**src/rtl/alu_issue_ctrl_pkg.sv**
```systemverilog
// Shared constants for the ALU issue controller: ALU op codes, RISC-V decode
// fields and the controller FSM state encoding.
package alu_issue_ctrl_pkg;

    // ALU operation codes, also consumed by the ALU itself
    localparam logic [3:0] ALU_ADD = 4'b0000;
    localparam logic [3:0] ALU_SUB = 4'b0001;
    localparam logic [3:0] ALU_LUI = 4'b0010;
    localparam logic [3:0] ALU_ORI = 4'b0011;

    localparam logic [6:0] OPC_OP     = 7'b0110011;
    localparam logic [6:0] OPC_OP_IMM = 7'b0010011;
    localparam logic [6:0] OPC_LUI    = 7'b0110111;

    localparam logic [2:0] F3_ADD_SUB = 3'b000;
    localparam logic [2:0] F3_OR      = 3'b110;

    localparam logic [6:0] F7_BASE = 7'b0000000;
    localparam logic [6:0] F7_ALT  = 7'b0100000;

    typedef enum logic [1:0] {
        S_IDLE = 2'b00,
        S_EXEC = 2'b01,
        S_RESP = 2'b10
    } state_t;

endpackage

```
**src/rtl/alu_issue_ctrl_if.sv**
```systemverilog
// Request, ALU and response channels of the ALU issue controller.
// Both handshakes transfer on a rising edge where valid and ready are both high;
// valid, once raised, is held with its payload stable until that transfer.
interface alu_issue_ctrl_if #(
    parameter int DATA_WIDTH = 32
);
    logic                  Req_Valid_i;
    logic                  Req_Ready_o;
    logic [6:0]            Opcode_i;
    logic [2:0]            Funct3_i;
    logic [6:0]            Funct7_i;
    logic [DATA_WIDTH-1:0] Rs1_Data_i;
    logic [DATA_WIDTH-1:0] Rs2_Data_i;
    logic [DATA_WIDTH-1:0] Imm_i;

    logic [3:0]            ALU_Operation_o;
    logic [DATA_WIDTH-1:0] A_o;
    logic [DATA_WIDTH-1:0] B_o;
    logic [DATA_WIDTH-1:0] ALU_Result_i;
    logic                  Zero_i;

    logic                  Rsp_Valid_o;
    logic                  Rsp_Ready_i;
    logic [DATA_WIDTH-1:0] Rsp_Result_o;
    logic                  Rsp_Zero_o;
    logic                  Rsp_Illegal_o;

    // master: issue stage, ALU and writeback side; slave: the controller
    modport master (
        output Req_Valid_i, Opcode_i, Funct3_i, Funct7_i, Rs1_Data_i, Rs2_Data_i, Imm_i,
        input  Req_Ready_o,
        input  ALU_Operation_o, A_o, B_o,
        output ALU_Result_i, Zero_i,
        input  Rsp_Valid_o, Rsp_Result_o, Rsp_Zero_o, Rsp_Illegal_o,
        output Rsp_Ready_i
    );

    modport slave (
        input  Req_Valid_i, Opcode_i, Funct3_i, Funct7_i, Rs1_Data_i, Rs2_Data_i, Imm_i,
        output Req_Ready_o,
        output ALU_Operation_o, A_o, B_o,
        input  ALU_Result_i, Zero_i,
        output Rsp_Valid_o, Rsp_Result_o, Rsp_Zero_o, Rsp_Illegal_o,
        input  Rsp_Ready_i
    );
endinterface

```
**src/rtl/alu_op_decoder.sv**
```systemverilog
// Combinational map from opcode/funct3/funct7 to ALU op and operand selects.
module alu_op_decoder
    import alu_issue_ctrl_pkg::*;
(
    input  logic [6:0] opcode,
    input  logic [2:0] funct3,
    input  logic [6:0] funct7,
    output logic [3:0] op,
    output logic       src_b_is_imm,
    output logic       a_is_zero,
    output logic       illegal
);

    always_comb begin
        op           = ALU_ADD;
        src_b_is_imm = 1'b0;
        a_is_zero    = 1'b0;
        illegal      = 1'b1;
        case (opcode)
            OPC_OP: begin
                if (funct3 == F3_ADD_SUB && funct7 == F7_BASE) begin
                    op      = ALU_ADD;
                    illegal = 1'b0;
                end else if (funct3 == F3_ADD_SUB && funct7 == F7_ALT) begin
                    op      = ALU_SUB;
                    illegal = 1'b0;
                end
            end
            OPC_OP_IMM: begin
                src_b_is_imm = 1'b1;
                if (funct3 == F3_ADD_SUB) begin
                    op      = ALU_ADD;
                    illegal = 1'b0;
                end else if (funct3 == F3_OR) begin
                    op      = ALU_ORI;
                    illegal = 1'b0;
                end
            end
            OPC_LUI: begin
                op           = ALU_LUI;
                src_b_is_imm = 1'b1;
                a_is_zero    = 1'b1;
                illegal      = 1'b0;
            end
            default: ;
        endcase
    end

endmodule

```
**src/rtl/alu_issue_ctrl.sv**
```systemverilog
// Sequential ALU initiator: decodes a request, holds registered operands at the
// ALU for SETTLE_CYCLES, captures result/zero and offers them as a response.
module alu_issue_ctrl
    import alu_issue_ctrl_pkg::*;
#(
    parameter int DATA_WIDTH    = 32,
    parameter int SETTLE_CYCLES = 1
) (
    input  logic   clk,
    input  logic   reset,
    alu_issue_ctrl_if.slave bus,
    output state_t state_dbg
);

    localparam int CNT_W = (SETTLE_CYCLES > 1) ? $clog2(SETTLE_CYCLES) : 1;
    localparam logic [CNT_W-1:0] CNT_LOAD = CNT_W'(SETTLE_CYCLES - 1);

    state_t                state_q, state_d;
    logic [3:0]            op_q, op_d;
    logic [DATA_WIDTH-1:0] a_q, a_d;
    logic [DATA_WIDTH-1:0] b_q, b_d;
    logic [DATA_WIDTH-1:0] res_q, res_d;
    logic                  zero_q, zero_d;
    logic                  ill_q, ill_d;
    logic [CNT_W-1:0]      cnt_q, cnt_d;

    logic [3:0] dec_op;
    logic       dec_b_imm;
    logic       dec_a_zero;
    logic       dec_illegal;

    alu_op_decoder u_dec (
        .opcode       (bus.Opcode_i),
        .funct3       (bus.Funct3_i),
        .funct7       (bus.Funct7_i),
        .op           (dec_op),
        .src_b_is_imm (dec_b_imm),
        .a_is_zero    (dec_a_zero),
        .illegal      (dec_illegal)
    );

    always_ff @(posedge clk or posedge reset) begin
        if (reset) begin
            state_q <= S_IDLE;
            op_q    <= ALU_ADD;
            a_q     <= '0;
            b_q     <= '0;
            res_q   <= '0;
            zero_q  <= 1'b0;
            ill_q   <= 1'b0;
            cnt_q   <= '0;
        end else begin
            state_q <= state_d;
            op_q    <= op_d;
            a_q     <= a_d;
            b_q     <= b_d;
            res_q   <= res_d;
            zero_q  <= zero_d;
            ill_q   <= ill_d;
            cnt_q   <= cnt_d;
        end
    end

    always_comb begin
        state_d = state_q;
        op_d    = op_q;
        a_d     = a_q;
        b_d     = b_q;
        res_d   = res_q;
        zero_d  = zero_q;
        ill_d   = ill_q;
        cnt_d   = cnt_q;
        case (state_q)
            S_IDLE: begin
                if (bus.Req_Valid_i) begin
                    // illegal requests skip the ALU and leave its operands untouched
                    if (dec_illegal) begin
                        res_d   = '0;
                        zero_d  = 1'b0;
                        ill_d   = 1'b1;
                        state_d = S_RESP;
                    end else begin
                        op_d    = dec_op;
                        a_d     = dec_a_zero ? '0 : bus.Rs1_Data_i;
                        b_d     = dec_b_imm ? bus.Imm_i : bus.Rs2_Data_i;
                        cnt_d   = CNT_LOAD;
                        state_d = S_EXEC;
                    end
                end
            end
            S_EXEC: begin
                if (cnt_q != '0) begin
                    cnt_d = cnt_q - CNT_W'(1);
                end else begin
                    res_d   = bus.ALU_Result_i;
                    zero_d  = bus.Zero_i;
                    ill_d   = 1'b0;
                    state_d = S_RESP;
                end
            end
            S_RESP: begin
                if (bus.Rsp_Ready_i) begin
                    state_d = S_IDLE;
                end
            end
            default: state_d = S_IDLE;
        endcase
    end

    assign bus.Req_Ready_o     = (state_q == S_IDLE);
    assign bus.Rsp_Valid_o     = (state_q == S_RESP);
    assign bus.ALU_Operation_o = op_q;
    assign bus.A_o             = a_q;
    assign bus.B_o             = b_q;
    assign bus.Rsp_Result_o    = res_q;
    assign bus.Rsp_Zero_o      = zero_q;
    assign bus.Rsp_Illegal_o   = ill_q;
    assign state_dbg           = state_q;

endmodule

```
**src/flat_wrapper.sv**
```systemverilog
// flat-port wrapper written by rule: the top's interface ports become plain ports
module alu_issue_ctrl_flat import alu_issue_ctrl_pkg::*;
#(
    parameter int DATA_WIDTH    = 32,
    parameter int SETTLE_CYCLES = 1
)
  (clk, reset, state_dbg, bus_Req_Valid_i, bus_Opcode_i, bus_Funct3_i, bus_Funct7_i, bus_Rs1_Data_i, bus_Rs2_Data_i, bus_Imm_i, bus_Req_Ready_o, bus_ALU_Operation_o, bus_A_o, bus_B_o, bus_ALU_Result_i, bus_Zero_i, bus_Rsp_Valid_o, bus_Rsp_Result_o, bus_Rsp_Zero_o, bus_Rsp_Illegal_o, bus_Rsp_Ready_i);
  alu_issue_ctrl_if #(.DATA_WIDTH(DATA_WIDTH)) bus_i ();
  input  logic clk;
  input  logic reset;
  output state_t state_dbg;
  input wire logic [$bits(bus_i.Req_Valid_i)-1:0] bus_Req_Valid_i;
  input wire logic [$bits(bus_i.Opcode_i)-1:0] bus_Opcode_i;
  input wire logic [$bits(bus_i.Funct3_i)-1:0] bus_Funct3_i;
  input wire logic [$bits(bus_i.Funct7_i)-1:0] bus_Funct7_i;
  input wire logic [$bits(bus_i.Rs1_Data_i)-1:0] bus_Rs1_Data_i;
  input wire logic [$bits(bus_i.Rs2_Data_i)-1:0] bus_Rs2_Data_i;
  input wire logic [$bits(bus_i.Imm_i)-1:0] bus_Imm_i;
  output wire logic [$bits(bus_i.Req_Ready_o)-1:0] bus_Req_Ready_o;
  output wire logic [$bits(bus_i.ALU_Operation_o)-1:0] bus_ALU_Operation_o;
  output wire logic [$bits(bus_i.A_o)-1:0] bus_A_o;
  output wire logic [$bits(bus_i.B_o)-1:0] bus_B_o;
  input wire logic [$bits(bus_i.ALU_Result_i)-1:0] bus_ALU_Result_i;
  input wire logic [$bits(bus_i.Zero_i)-1:0] bus_Zero_i;
  output wire logic [$bits(bus_i.Rsp_Valid_o)-1:0] bus_Rsp_Valid_o;
  output wire logic [$bits(bus_i.Rsp_Result_o)-1:0] bus_Rsp_Result_o;
  output wire logic [$bits(bus_i.Rsp_Zero_o)-1:0] bus_Rsp_Zero_o;
  output wire logic [$bits(bus_i.Rsp_Illegal_o)-1:0] bus_Rsp_Illegal_o;
  input wire logic [$bits(bus_i.Rsp_Ready_i)-1:0] bus_Rsp_Ready_i;
  assign bus_i.Req_Valid_i = bus_Req_Valid_i;
  assign bus_i.Opcode_i = bus_Opcode_i;
  assign bus_i.Funct3_i = bus_Funct3_i;
  assign bus_i.Funct7_i = bus_Funct7_i;
  assign bus_i.Rs1_Data_i = bus_Rs1_Data_i;
  assign bus_i.Rs2_Data_i = bus_Rs2_Data_i;
  assign bus_i.Imm_i = bus_Imm_i;
  assign bus_Req_Ready_o = bus_i.Req_Ready_o;
  assign bus_ALU_Operation_o = bus_i.ALU_Operation_o;
  assign bus_A_o = bus_i.A_o;
  assign bus_B_o = bus_i.B_o;
  assign bus_i.ALU_Result_i = bus_ALU_Result_i;
  assign bus_i.Zero_i = bus_Zero_i;
  assign bus_Rsp_Valid_o = bus_i.Rsp_Valid_o;
  assign bus_Rsp_Result_o = bus_i.Rsp_Result_o;
  assign bus_Rsp_Zero_o = bus_i.Rsp_Zero_o;
  assign bus_Rsp_Illegal_o = bus_i.Rsp_Illegal_o;
  assign bus_i.Rsp_Ready_i = bus_Rsp_Ready_i;
  alu_issue_ctrl #(.DATA_WIDTH(DATA_WIDTH), .SETTLE_CYCLES(SETTLE_CYCLES)) u_core (.clk(clk), .reset(reset), .bus(bus_i), .state_dbg(state_dbg));
endmodule
```
**config.mk**
```make
export PLATFORM = sky130hd
export DESIGN_NAME = alu_issue_ctrl_flat
export DESIGN_NICKNAME = d
export VERILOG_FILES = /design/src/rtl/alu_issue_ctrl_pkg.sv /design/src/rtl/alu_issue_ctrl_if.sv /design/src/rtl/alu_op_decoder.sv /design/src/rtl/alu_issue_ctrl.sv /design/src/flat_wrapper.sv
export SDC_FILE = /design/constraint.sdc
export NUM_CORES = 1
export LEC_CHECK = 0
export ABC_AREA = 1
export CAP_MARGIN = 20
export CORE_MARGIN = 5
export CORE_UTILIZATION = 63
export CTS_BUF_LIST = sky130_fd_sc_hd__clkbuf_4 sky130_fd_sc_hd__clkbuf_8 sky130_fd_sc_hd__clkbuf_16
export DETAILED_ROUTE_END_ITERATION = 6
export DONT_BUFFER_PORTS = 1
export PLACE_DENSITY = 0.76
export SETUP_SLACK_MARGIN = 0.1
export SLEW_MARGIN = 10
export SYNTH_ARGS = -nofsm -noshare
export SYNTH_HDL_FRONTEND = slang
export SYNTH_SLANG_ARGS = --single-unit
export TNS_END_PERCENT = 10
```
**constraint.sdc**
```tcl
create_clock -name clk -period 3.41 [get_ports clk]
set_input_delay 0 -clock clk [delete_from_list [all_inputs] [get_ports clk]]
set_output_delay 0 -clock clk [all_outputs]
set_load 0.01 [all_outputs]
```
== After elaboration in Yosys (flattened, before gate mapping) ==
Index checks and enable logic that the tools add are counted.
Cells by class
  equality and inequality tests: 12
  add/subtract/negate cells: 1
  mux-type cells: 35
  bitwise gates (word level): 1
  reductions and logical operators: 11
Operator list (count)
  2-to-1 mux 32 bit: 5
  case mux 32 bit (2 select lines): 1
  == test 7 x 6 -> 1 bit (second input constant): 3
  2-to-1 mux 1 bit: 17
  2-to-1 mux 2 bit: 6
  case mux 2 bit (3 select lines): 2
  AND reduction 3 bit: 3
  == test 7 x 5 -> 1 bit (second input constant): 1
  zero test 7 bit: 1
  inequality test 2 bit (second input constant): 3
  case mux 1 bit (2 select lines): 3
  inequality test 2 x 1 -> 1 bit (second input constant): 2
  AND reduction 4 bit: 1
  == test 3 bit (second input constant): 1
  zero test 3 bit: 1
  case mux 1 bit (3 select lines): 1
  == test 2 x 1 -> 1 bit (second input constant): 1
  == test 2 bit (second input constant): 1
  logical AND 1 bit: 2
  zero test 2 bit: 1
  nonzero test 2 bit: 1
  OR reduction 2 bit: 1
  NOT 1 bit: 1
  subtractor 1 bit (second input constant): 1
Storage, ports and cells
  output and inout bits: 106
  logic and storage cells: 68
  register bits: 105
  input port bits: 150

== Longest topological paths before layout ==
  depth after elaboration: 8
  mapped depth: 12
  gate-level depth less buffers: 10

== Cells and area by module ==
From an unflattened synthesis, not the netlist that was laid out.
Unflattened totals
  cell total of the unflattened synthesis: 664
  area, all modules: 4903.5 um^2
Modules (own cells, without submodules)
  alu_issue_ctrl: cells an instance 624, instances 1, sequential area each 2602.5 um^2, area each 4710.8 um^2
  alu_op_decoder: cells an instance 40, instances 1, sequential area each 0.0 um^2, area each 192.7 um^2

== Least setup slack after synthesis ==
Ideal clock, no wire load.
  path type: reg-to-reg
  start point: register u_core.state_q[0], in the netlist u_core.state_dbg[0]
  end point: register u_core.a_q[29], in the netlist u_core.bus.A_o[29]
  period minus slack after synthesis: 1415 ps
  buffers on the path: 2
  data arrival time: 1350 ps
  library setup time: 66 ps
  stages on the path, launching flop included: 6
  required time: 3344 ps
  setup slack: 1995 ps
  path through: dfrtp_1 -> nor2_1 -> buf_2 -> clkbuf_1 -> nand4_1 -> nand2_1
On the way
  word-level cells in the longest chain between the ends: 2
Ends and longest elaborated chain
  from (decl): RTL line alu_issue_ctrl.sv:18  | state_t state_q, state_d;
  from (signal assigned): RTL line alu_issue_ctrl.sv:53  | state_q <= state_d;
  zero test 2 bit: RTL line alu_issue_ctrl.sv:73  | case (state_q)
  AND reduction 3 bit (no line)
  to (signal assigned): RTL line alu_issue_ctrl.sv:46  | a_q <= '0;
  to (signal assigned): RTL line alu_issue_ctrl.sv:55  | a_q <= a_d;
  to (decl): RTL line alu_issue_ctrl.sv:20  | logic [DATA_WIDTH-1:0] a_q, a_d;
Every way passes these cells.
A chain may end at the register's enable or synchronous reset.

== Final worst setup path ==
  start point: input port bus_Opcode_i[6]
  end point: register u_core.b_q[17], in the netlist u_core.bus.B_o[17]
On the way
  word-level cells in the longest chain between the ends: 4
  elaborated cells on any way between the ends: 9
  those cells by class: eq/ne: 3; mux: 3; bitwise: 1; reduce/logical: 2
Ends and longest elaborated chain
  from (decl): RTL line flat_wrapper.sv:13  | input wire logic [$bits(bus_i.Opcode_i)-1:0] bus_Opcode_i;
  == test 7 x 6 -> 1 bit / == test 7 x 5 -> 1 bit (equally long branches): RTL line alu_op_decoder.sv:19  | case (opcode)
  case mux 1 bit (3 select lines) / OR reduction 2 bit (equally long branches)
  NOT 1 bit (no line) / 2-to-1 mux 1 bit (equally long branches)
  AND reduction 3 bit (no line) / 2-to-1 mux 32 bit (equally long branches)
  to (signal assigned): RTL line alu_issue_ctrl.sv:47  | b_q <= '0;
  to (signal assigned): RTL line alu_issue_ctrl.sv:56  | b_q <= b_d;
  to (decl): RTL line alu_issue_ctrl.sv:21  | logic [DATA_WIDTH-1:0] b_q, b_d;
Parallel ways exist; a longest one is shown, timed or not.

==> reports/metrics.cfg <==
[setup_path]
worst-path-buf-inv = 3
cp_max_fo = 36
critPathTopFamily = simple AND/OR/NAND/NOR gates
crit_path_start_kind = input pin
path_cells = inv_1, nand3_1, inv_1, nand2_2, nand2_1, nand2_1, nand2_1, dlygate4sd3_1, nand4_1, nand2_1
r2r_setup_slack_ns = 1.28
required_ns = 3.65
r2r_end = u_core.bus.B_o[10]
reg2reg_depth = 5
path_common_cell = nand2_1
rr_startpoint = u_core.state_dbg[0]
critPathMaxStageDelay_ns = 0.83
critical_path_class = in -> reg
crit_path_end_kind = register
slowest_stage = nand2_1
crit_arrival_ns = 2.66

[power]
leakage_nw = 3.59
ir_drop_uv = 278
power.share.clock_pct = 25.8
p_sw_w = 0.00113
seq_power_share_pct = 53.1
power.total_w = 0.00314
swShare_pct = 35.9
power_frac_comb_pct = 21.2
p_int_w = 0.00201
powerDensity_mw_per_mm2 = 481

[routing]
drt_iter0_drc = 304
wl_um = 17100
drc = 0
vias = 5080
vias_per_cell = 5.75
dr.pass1.iters = 5
antenna_left = 0
detail_route.wl_per_cell_um = 19.3

[timing]
setup_violations = 0
timing.fmax_mhz = 413
fin_skew_ns = 0.0114
fin_setup_tns_ns = 0
finalCritPeriodShare_pct = 70.9
fin_crit_ns = 2.42
hold_violations = 0
rsz0062_at_grt = no
maxSlewViolCount = 0
relSlewSlack_pct = 29.0
max_slew.worst_pin.slew_ns = 1.06
holdWs_ns = 0.0125

[cts]
postCtsHoldBufs = 133
cts_root_buffer = clkbuf_8
cts.sinks = 102
postCtsSetupRepairBufs = 0
max-clock-path-buffers = 2
ctsHtreeMaxLevel = 3
cts_tree = built
post_cts_resized = 0
cts_buffers = 9
clkLatencyLatePin_ns = 0.36
clkTransAtPathRegs_ns = 0.10

[synthesis]
synth_compound_area_share_pct = 0.199
synth-seq-area-share_pct = 50.8
synth-adder-area-share_pct = 0
synth_top_family_by_area = simple AND/OR/NAND/NOR gates
synth_area_mm2 = 0.00503
ys_types = 19
ys_ff_latch = 102
synth_xor_area_share_pct = 0
netlist_instances = 673
synth_warnings = 0
synthSimpleGateAreaFrac_pct = 40.3
avgSynthCellArea_um2 = 7.47
muxShareOfSynthArea_pct = 0

[grt]
grt_pass1_vias = 5276
grt_max_degree = 79
gr-total-overflow = 0
grt_pass1_wl_um = 27000
track_usage_pct = 34.6
antenna_found_initial = 0

[finish]
postLayoutCoreUtil_pct = 84.1
drive_gt1_share_pct = 4.61
fill_cells = 431
final_nets = 926
syn_to_final_growth_pct = 30.0
final_cells = 884

[place]
place_congestion = 0.842
numPortBuffers = 0
dp.cells = 734
dp_hpwl_um = 9820

[flow_run]
cap_violations = 0

[min_path]
hold_end = u_core.bus.ALU_Operation_o[0]
hold_start = bus_Opcode_i[1]
hp-class = in -> reg
hold_depth = 6

[floorplanning]
die_area_mm2 = 0.00987
dieWidth_um = 99.3
die_y_um = 99.3
core_area_mm2 = 0.00777
io_pins = 256
row_count = 32
initial_core_util_pct = 64.7

[status]
status = complete, no violations

through the flow:
step / cell area (µm²) / setup slack, ns
finish: 6540 / 0.991
global route: 6530 / 0.787
CTS: 6530 / 1.16
detailed placement: 4960 / 1.28
global placement: 4960 / 1.41
floorplan: 5030 / 0.735
registers in the layout, summed over array words and instances, names as in the netlist:
register	cells
u_core.bus.ALU_Operation_o	2
u_core.bus.A_o	32
u_core.bus.B_o	32
u_core.bus.Rsp_Illegal_o	1
u_core.bus.Rsp_Result_o	32
u_core.bus.Rsp_Zero_o	1
u_core.state_dbg	2
cells by family after synthesis:
kind of cell,after synthesis
simple gates,474
flops,102
buf+inv,94
compound gates,2
other cells,1
power by group through the flow:
stage / combinational (W) / clock (W) / sequential, W
after floorplan: 0.000431 / 0 / 0.00161
after global placement: 0.000481 / 0 / 0.00168
after detailed placement: 0.000498 / 0 / 0.00168
after CTS: 0.000638 / 0.000811 / 0.00166
after global routing: 0.000734 / 0.000865 / 0.00169
final: 0.000665 / 0.000809 / 0.00167
worst max path at each step:
stage | from | to | depth (start not counted) | slack (ns)
6_report | bus_Opcode_i[6] | u_core.bus.B_o[17] | 10 | 0.99
5_1_grt | bus_Opcode_i[6] | u_core.bus.B_o[17] | 10 | 0.79
4_1_cts | bus_Opcode_i[6] | u_core.bus.B_o[12] | 10 | 1.16
3_5_place_dp | bus_Opcode_i[3] | u_core.bus.Rsp_Result_o[24] | 10 | 1.28
3_3_place_gp | bus_Opcode_i[3] | u_core.bus.Rsp_Result_o[20] | 10 | 1.41
2_1_floorplan | reset | u_core.bus.ALU_Operation_o[0] | 1 | 0.73
per-layer routing:
metal	share of wire [%]	vias to the layer above	global-route usage, %
li1	-	2329	-
met1	34	2371	39.4
met2	52	319	61.2
met3	10	61	8.77
met4	4.3	0	15.3
met5	0	-	0
worst reg2reg max path: cells and delay by family, from the launching register on:
family | cells | cell delay (ns)
flops | 1 | 0.54
simple gates | 3 | 0.60
buf+inv | 2 | 0.94
synthesized netlist by cell type:
cell type / number / area (µm²)
nand2_1: 312 / 1170
dfrtp_1: 102 / 2550
nand4_1: 68 / 425
nor2_1: 47 / 176
inv_1: 44 / 165
nand3_1: 37 / 185
clkbuf_1: 23 / 86.3
buf_2: 9 / 45.0
buf_4: 9 / 67.6
buf_6: 5 / 56.3
buf_1: 3 / 11.3
nor2_2: 3 / 18.8
nand2_2: 2 / 12.5
nand3_2: 2 / 20.0
nor3_1: 2 / 10.0
o21ai_0: 2 / 10.0
conb_1: 1 / 3.75
inv_2: 1 / 3.75
or2_2: 1 / 6.26
layout by cell type, fill, tap and decap left out:
master and instances:
nor2_4 3, nand4_1 68, clkbuf_8 10, conb_1 2, nand3_2 2, buf_4 7, bufinv_16 1, dlygate4sd3_1 132
diode_2 1, inv_2 1, nor2_1 45, o21ai_0 2, nand2_1 312, nand3_1 37, nor2_2 2, inv_8 2
clkinv_4 3, inv_1 43, nor3_1 2, nand2_2 2, inv_4 1, or2_2 1, buf_16 1, dfrtp_1 102
layout make-up:
| class | instances | area (µm²) | area share, % |
|---|---|---|---|
| multi-input cells | 478 | 2060 | 31.6 |
| diodes | 1 | 2.50 | 0.0383 |
| flip-flops and latches | 102 | 2550 | 39.1 |
| clock inverters | 6 | 78.8 | 1.21 |
| repair buffers | 140 | 1400 | 21.4 |
| inverters | 45 | 171 | 2.62 |
| well taps | 102 | 128 | 1.95 |
| clock buffers | 10 | 138 | 2.11 |
Power figures use the tool's default switching activity.
